$ cat config.mk
export PLATFORM = sky130hd
export DESIGN_NAME = wa_dot_acc
export DESIGN_NICKNAME = d
export VERILOG_FILES = /design/src/rtl/wa_dot_acc.sv
export SDC_FILE = /design/constraint.sdc
export NUM_CORES = 1
export LEC_CHECK = 0
export ABC_AREA = 1
export BUFFER_PORTS_ARGS = -buffer_cell sky130_fd_sc_hd__buf_2
export CELL_PAD_IN_SITES_DETAIL_PLACEMENT = 1
export CELL_PAD_IN_SITES_GLOBAL_PLACEMENT = 1
export CORE_ASPECT_RATIO = 2
export CORE_UTILIZATION = 30
export DETAILED_ROUTE_END_ITERATION = 16
export PLACE_DENSITY_LB_ADDON = 0.2
export SYNTH_ARGS = -nofsm -noshare
export SYNTH_HDL_FRONTEND = slang
export SYNTH_SLANG_ARGS = --single-unit
$ cat constraint.sdc
create_clock -name clk -period 1.84 [get_ports clk]
set_input_delay 0.276 -clock clk [delete_from_list [all_inputs] [get_ports clk]]
set_output_delay 0.276 -clock clk [all_outputs]
set_load 0.02 [all_outputs]
$ cat src/rtl/wa_dot_acc.sv
// Dot-product accumulator behind the 8x8 Wallace multiplier: sums unsigned
// products per vector and hands the saturated result out over valid/ready.
module wa_dot_acc #(
    parameter int PROD_W = 17,
    parameter int ACC_W  = 24,
    parameter int CNT_W  = 10
) (
    input  logic              clk,
    input  logic              rst_n,
    input  logic              in_valid,
    output logic              in_ready,
    input  logic [PROD_W-1:0] in_prod,
    input  logic              in_last,
    output logic              out_valid,
    input  logic              out_ready,
    output logic [ACC_W-1:0]  out_sum,
    output logic [CNT_W-1:0]  out_count,
    output logic              out_ovf
);

    typedef enum logic [0:0] {
        ST_ACC = 1'b0,
        ST_OUT = 1'b1
    } state_e;

    state_e             state_q, state_d;
    logic [ACC_W-1:0]   acc_q, acc_d;
    logic [CNT_W-1:0]   cnt_q, cnt_d;
    logic               ovf_q, ovf_d;
    logic               out_valid_q, out_valid_d;
    logic [ACC_W-1:0]   out_sum_q, out_sum_d;
    logic [CNT_W-1:0]   out_count_q, out_count_d;
    logic               out_ovf_q, out_ovf_d;

    logic               accept_s;
    logic [ACC_W:0]     sum_ext_s;
    logic [ACC_W-1:0]   acc_n_s;
    logic [CNT_W-1:0]   cnt_n_s;
    logic               ovf_n_s;

    // State register
    always_ff @(posedge clk or negedge rst_n) begin
        if (!rst_n) begin
            state_q <= ST_ACC;
        end else begin
            state_q <= state_d;
        end
    end

    // Next-state logic
    always_comb begin
        state_d = state_q;
        case (state_q)
            ST_ACC: begin
                if (accept_s && in_last) begin
                    state_d = ST_OUT;
                end else begin
                    state_d = ST_ACC;
                end
            end
            ST_OUT: begin
                if (out_valid_q && out_ready) begin
                    state_d = ST_ACC;
                end else begin
                    state_d = ST_OUT;
                end
            end
            default: state_d = ST_ACC;
        endcase
    end

    // Output decode from state
    always_comb begin
        in_ready = 1'b0;
        case (state_q)
            ST_ACC:  in_ready = 1'b1;
            ST_OUT:  in_ready = 1'b0;
            default: in_ready = 1'b0;
        endcase
    end

    // Saturating accumulate of the presented term; once overflowed, the vector stays pinned at all-ones
    always_comb begin
        accept_s  = in_valid && in_ready;
        sum_ext_s = {1'b0, acc_q} + {{(ACC_W + 1 - PROD_W){1'b0}}, in_prod};
        if (sum_ext_s[ACC_W] || ovf_q) begin
            acc_n_s = {ACC_W{1'b1}};
            ovf_n_s = 1'b1;
        end else begin
            acc_n_s = sum_ext_s[ACC_W-1:0];
            ovf_n_s = 1'b0;
        end
        if (cnt_q == {CNT_W{1'b1}}) begin
            cnt_n_s = cnt_q;
        end else begin
            cnt_n_s = cnt_q + {{(CNT_W - 1){1'b0}}, 1'b1};
        end
    end

    // Datapath next values
    always_comb begin
        acc_d       = acc_q;
        cnt_d       = cnt_q;
        ovf_d       = ovf_q;
        out_valid_d = out_valid_q;
        out_sum_d   = out_sum_q;
        out_count_d = out_count_q;
        out_ovf_d   = out_ovf_q;
        if (accept_s) begin
            if (in_last) begin
                out_sum_d   = acc_n_s;
                out_count_d = cnt_n_s;
                out_ovf_d   = ovf_n_s;
                out_valid_d = 1'b1;
                acc_d       = {ACC_W{1'b0}};
                cnt_d       = {CNT_W{1'b0}};
                ovf_d       = 1'b0;
            end else begin
                acc_d = acc_n_s;
                cnt_d = cnt_n_s;
                ovf_d = ovf_n_s;
            end
        end else if (out_valid_q && out_ready) begin
            out_valid_d = 1'b0;
        end else begin
            out_valid_d = out_valid_q;
        end
    end

    // Datapath and result registers
    always_ff @(posedge clk or negedge rst_n) begin
        if (!rst_n) begin
            acc_q       <= {ACC_W{1'b0}};
            cnt_q       <= {CNT_W{1'b0}};
            ovf_q       <= 1'b0;
            out_valid_q <= 1'b0;
            out_sum_q   <= {ACC_W{1'b0}};
            out_count_q <= {CNT_W{1'b0}};
            out_ovf_q   <= 1'b0;
        end else begin
            acc_q       <= acc_d;
            cnt_q       <= cnt_d;
            ovf_q       <= ovf_d;
            out_valid_q <= out_valid_d;
            out_sum_q   <= out_sum_d;
            out_count_q <= out_count_d;
            out_ovf_q   <= out_ovf_d;
        end
    end

    assign out_valid = out_valid_q;
    assign out_sum   = out_sum_q;
    assign out_count = out_count_q;
    assign out_ovf   = out_ovf_q;

endmodule
==> flow_summary.json, run 1 <==
{
  "drtPass1Iterations": 4,
  "numCtsBuffers": 9,
  "cts.path.max_buffers": 2,
  "hold_viol": 0,
  "syn_avg_cell_area_um2": 6.86,
  "grt_usage": 0.219,
  "hold_slack_ns": 0.224,
  "layout_common_cells": "nand2_1 (274), inv_1 (86), buf_4 (78), dfrtp_1 (71), buf_2 (57)",
  "finalCriticalPeriod_ns": 2.03,
  "synth_seq_area_share": 0.396,
  "antenna_cells": 0,
  "core_um2": 14800,
  "layout_setup_ws_ns": -0.193,
  "ys_ff_latch": 72,
  "fin_skew_ns": 0.00817,
  "wl_per_cell_um": 15.7,
  "worstMarginPinSlew_ns": 0.333,
  "powerDensity_nw_per_um2": 1410,
  "clk_pin_slew_worst_paths_ns": 0.06,
  "power.leakage_nw": 3.47,
  "post-route-drc-count": 0,
  "yosysWarnings": 0,
  "dieArea_um2": 15700,
  "drt_iter0_drc": 107,
  "pin_count": 59,
  "die_x_um": 89.1,
  "rrSetupSlack_ns": -0.19,
  "rsz0062_at_grt": "true",
  "ir_drop_v": 0.000849,
  "crit_path_end": "out_sum[19]$_DFFE_PN0P_",
  "layout_commonest_cell": "nand2_1",
  "root_buffer": "clkbuf_16",
  "die_h_um": 176,
  "grt_max_degree": 44,
  "rr_startpoint": "acc_q[0]$_DFFE_PN0P_",
  "cts.sink_count": 72,
  "rr_worst_depth": 13,
  "htree_num_levels": 3,
  "maxSlewHeadroom": 0.778,
  "critPathArrivalTime_ns": 2.26,
  "clk_latency_ns": 0.34,
  "worstPathRequired_ns": 2.07,
  "violations": "negative setup slack",
  "hpwl_um": 12500,
  "portBuffers": 58,
  "grt_pass1_wl_um": 25900,
  "final_area_um2": 6370,
  "period_share": 1.10,
  "max_freq_ghz": 0.492,
  "cp_max_fo": 13,
  "critPathLaunchType": "register",
  "syn-num-nets": 705,
  "synth_cells": 664,
  "dpl-instance-area_um2": 5630,
  "initial_core_util": 0.307,
  "synth_area_um2": 4550,
  "setup_violations": 50,
  "area_delta_synth_final_pct": 40.0,
  "nNetsFinal": 843,
  "min_from": "out_ready",
  "tritoncts": "built",
  "crit_type": "reg -> reg",
  "grt.overflow.total": 0,
  "r2r-end": "out_sum[19]$_DFFE_PN0P_",
  "rows": 63,
  "hold_path_class": "in -> reg",
  "antenna_found_initial": 0,
  "yosysUniqueCellTypes": 31,
  "maxCapViolations": 0,
  "drtAntennaViolNets": 0,
  "crit_path_end_kind": "register",
  "crit_start": "acc_q[0]$_DFFE_PN0P_",
  "drt_wl_total_um": 15800,
  "place_congestion": 0.833,
  "dr_total_vias": 4706,
  "via_per_inst": 4.70,
  "nFillCells": 1945,
  "timing.final.max_slew_violations": 0,
  "grt_pass1_vias": 5277,
  "drive_above_1_share": 0.300,
  "status": "finished, violations left"
}
==> layer usage <==
metal | part of all wire | wire [µm] | GRT usage
met3 | 0.017 | 266 | 0.0224
met4 | 0.040 | 631 | 0.101
met5 | 0 | 0 | 0
met1 | 0.37 | 5840 | 0.229
met2 | 0.57 | 9020 | 0.420
==> final cells by class <==
class                   instances  area (µm²)  share of cell area
inverters                      89         334              0.0524
well taps                     195         244              0.0383
clock buffers                  10         239              0.0375
multi-input cells             488        2740               0.431
repair buffers                142         975               0.153
clock inverters                 5        33.8             0.00530
flip-flops and latches         72        1800               0.283
==> repair_timing <==
item,CTS,global route
buffers inserted,5,2
gates resized for setup,52,43
endpoints found under the hold margin,20,0
hold buffers,1,0
endpoints found under the setup margin,50,61
pin swaps,8,12
==> worst max-delay path, stage by stage, from the launching register on <==
cell,delay [ns]
dfrtp_1,0.38
ha_2,0.19
fa_2,0.35
nand2_2,0.09
nand2_2,0.06
nand3_2,0.08
nand2_2,0.06
nand2_2,0.07
nand3_2,0.09
nor2_4,0.16
buf_12,0.17
nand3_2,0.10
nand2_1,0.08
nand2_1,0.05
==> where the power goes <==
group | total, mW | switching, mW | internal [mW]
clock network | 1.61 | 0.667 | 0.938
registers | 2.40 | 0.359 | 2.05
logic | 4.96 | 2.90 | 2.06
total | 8.97 | 3.93 | 5.04
==> worst min path at each step <==
stage	end	cells after the start	slack, ns
2_1_floorplan	acc_q[0]$_DFFE_PN0P_	0	-0.02
3_3_place_gp	state_q$_DFF_PN0_	1	0.20
6_report	state_q$_DFF_PN0_	4	0.22
4_1_cts	state_q$_DFF_PN0_	4	0.22
5_1_grt	state_q$_DFF_PN0_	4	0.23
3_5_place_dp	state_q$_DFF_PN0_	1	0.20
==> registers in the layout, indices dropped and copies added, names as in the netlist <==
name	flops
acc_q	24
cnt_q	10
out_count	10
out_ovf	1
out_sum	24
out_valid	1
ovf_q	1
state_q	1
==> cell families (layout without fill, tap and decap cells) <==
group	after synthesis	after routing	synth area share
compound gates	53	53	0.0635
fa+ha+maj	19	19	0.0539
simple gates	405	405	0.375
flops	72	72	0.396
buf+inv	104	246	0.0910
xor+xnor	11	11	0.0212
==> metrics by stage <==
step / instances / power, mW / setup slack, ns / utilization / TNS [ns]
floorplan: 664 / 4.73 / -0.0973 / - / -3.35
global placement: 978 / 6.50 / -0.283 / 0.380 / -10.80
detailed placement: 978 / 6.62 / -0.302 / 0.380 / -11.99
CTS: 999 / 8.70 / -0.221 / 0.415 / -8.33
global route: 1001 / 9.66 / -0.345 / 0.430 / -13.36
finish: 1001 / 8.97 / -0.193 / 0.430 / -7.34
==> synthesized netlist by cell type <==
master,count,area (µm²)
buf_6,1,11.3
clkinv_1,1,3.75
xor2_1,9,78.8
ha_1,18,225
clkbuf_1,9,33.8
nor2_2,1,6.26
nand3_2,14,140
nor3_1,3,15.0
nor2_1,43,161
nand4_1,8,50.1
o21ai_1,1,5.00
o21ai_0,29,145
xnor2_1,2,17.5
dfrtp_1,72,1800
and2_1,5,31.3
inv_2,1,3.75
or2_0,1,6.26
nand3_1,29,145
nand2_2,2,12.5
inv_1,87,327
a21o_1,3,22.5
nand2_1,296,1110
o22ai_1,6,37.5
a21oi_2,1,8.76
a21oi_1,11,55.1
fa_1,1,20.0
nor2_4,1,11.3
o31ai_1,2,15.0
nand3b_1,2,15.0
buf_8,1,15.0
buf_2,4,20.0
Power figures use the tool's default switching activity.
==> run 2, diff against run 1 <==
CTS_BUF_LIST = sky130_fd_sc_hd__clkbuf_4 sky130_fd_sc_hd__clkbuf_8 sky130_fd_sc_hd__clkbuf_16   (was unset)
clock period = 2.4 ns   (was 1.84 ns; I/O delays follow)
==> run 2 against run 1 <==
The run now ends clean. Hold slack lost 0.20 ns. First-iteration DRC count is 49% higher. Non-clock buffer count fell by 73. Power down 32%. Critical path type unchanged. Critical endpoint is now acc_q[13]$_DFFE_PN0P_. Highest routed layer unchanged.
==> flow_summary.json, run 2 (synthesis gave the netlist of run 1 again) <==
{
  "layout_common_cells": "nand2_1 (295), inv_1 (87), dfrtp_1 (72), buf_2 (57), nor2_1 (43)",
  "portBuffers": 58,
  "cpPeakStageDelay_ns": 0.38,
  "die_x_um": 89.1,
  "grt-busiest-layer": "met2",
  "wl_per_cell_um": 16.7,
  "post-route-drc-count": 0,
  "antenna_found_initial": 0,
  "timing.final.max_slew_violations": 0,
  "grt_max_degree": 44,
  "crit_type": "reg -> reg",
  "worst_path_max_delay_cell": "dfrtp_1",
  "via_per_inst": 4.75,
  "power_mw": 6.14,
  "power.leakage_nw": 3.11,
  "grtUsageMet3": 0.0346,
  "max_freq_ghz": 0.448,
  "path_buf_inv": 1,
  "place_congestion": 0.890,
  "core_um2": 14800,
  "drtAntennaViolNets": 0,
  "dr_total_vias": 4413,
  "cts.sink_count": 72,
  "cpMostUsedCell": "nand2_1",
  "maxCapViolations": 0,
  "nNetsFinal": 770,
  "worstPathRequired_ns": 2.64,
  "fin_skew_ns": 0.00658,
  "nFillCells": 1947,
  "grtUsageMet1": 0.227,
  "setup_violations": 0,
  "ir_drop_v": 0.000427,
  "antenna_cells": 0,
  "dieArea_um2": 15700,
  "grt_pass1_wl_um": 24800,
  "critPathLaunchType": "register",
  "rows": 63,
  "grt_pass1_vias": 4889,
  "die_h_um": 176,
  "hold_path_class": "in -> async",
  "path_cells": "ha_2, fa_2, nand2_1, nand2_1, nand3_1, nand2_2, nand2_2, nand3_2, nor2_4, buf_12, nand3_2, nand2_1, nand2_1",
  "tns_ns": 0,
  "clk_pin_slew_worst_paths_ns": 0.06,
  "pin_count": 59,
  "crit_path_end_kind": "register",
  "fin_util": 0.372,
  "critPathArrivalTime_ns": 2.47,
  "hold_slack_ns": 0.0248,
  "grt.overflow.total": 0,
  "crit_family": "simple AND/OR/NAND/NOR gates",
  "drt_iter0_drc": 159,
  "tritoncts": "built",
  "initial_core_util": 0.307,
  "drt_wl_total_um": 15500,
  "htree_num_levels": 3,
  "root_buffer": "clkbuf_16",
  "cts.path.max_buffers": 2,
  "drive_above_1_share": 0.149,
  "hpwl_um": 11800,
  "period_share": 0.930,
  "status": "finished clean",
  "hold_viol": 0,
  "numCtsBuffers": 9,
  "dpl-instance-area_um2": 5110,
  "worstMarginPinSlew_ns": 0.616,
  "holdBufCountCts": 0,
  "rrSetupSlack_ns": 0.17,
  "maxSlewHeadroom": 0.586,
  "drtPass1Iterations": 4,
  "grt_usage": 0.216,
  "area_delta_synth_final_pct": 21.0,
  "clk_latency_ns": 0.35,
  "cp_max_fo": 8,
  "powerDensity_nw_per_um2": 1110,
  "final_area_um2": 5510,
  "layout_commonest_cell": "nand2_1",
  "grtUsageMet2": 0.399,
  "finalCriticalPeriod_ns": 2.23
}
run 2: cell types whose count changed in the layout (fill, tap and decap cells not counted), sizes merged, moves of 2 or more:
| cell | change |
|---|---|
| buf | -73 |
| bufinv | +3 |
| clkinv | -3 |
| inv | +2 |
run 2: area by class of cell:
cell class,instances,area [µm²],share of cell area
Clock buffer,10,233,0.0422
Clock inverter,6,115,0.0209
Inverter,89,334,0.0606
Multi-Input combinational cell,488,2350,0.426
Sequential cell,72,1800,0.327
Tap cell,195,244,0.0443
Timing Repair Buffer,69,434,0.0788
run 2: power by group:
group | switching (mW) | internal [mW] | total, mW
combinational | 1.85 | 0.872 | 2.72
sequential | 0.233 | 1.57 | 1.80
clock | 0.582 | 1.04 | 1.62
total | 2.66 | 3.47 | 6.14
run 2: worst paths after layout:
| path | from | endpoint | cells after the start |
|---|---|---|---|
| min reg2reg | out_sum[16]$_DFFE_PN0P_ | out_sum[16]$_DFFE_PN0P_ | 2 |
| max | acc_q[0]$_DFFE_PN0P_ | acc_q[13]$_DFFE_PN0P_ | 13 |
| min | rst_n | out_valid$_DFFE_PN0P_ | 1 |
| max in group asynchronous | rst_n | out_sum[2]$_DFFE_PN0P_ | 2 |
| max reg2reg | acc_q[0]$_DFFE_PN0P_ | acc_q[13]$_DFFE_PN0P_ | 13 |
| min in group clk | out_ready | state_q$_DFF_PN0_ | 4 |
run 2: metal layers:
layer  part of all wire  up-vias
met2               0.55       56
li1                   -     2189
met1               0.38     2140
met4              0.041        0
met5                  0        -
met3              0.023       28
run 2: stage by stage:
stage	setup WS, ns	std cells
after floorplan	0.373	664
after CTS	0.126	926
after global routing	-0.00144	929
final	0.168	929
after global placement	0.128	910
after detailed placement	0.0325	910
run 2: repair_timing:
action                     CTS  global route
setup buffers                0             2
hold endpoints to repair     0             0
setup endpoints to repair    0            17
resized for setup            0             5
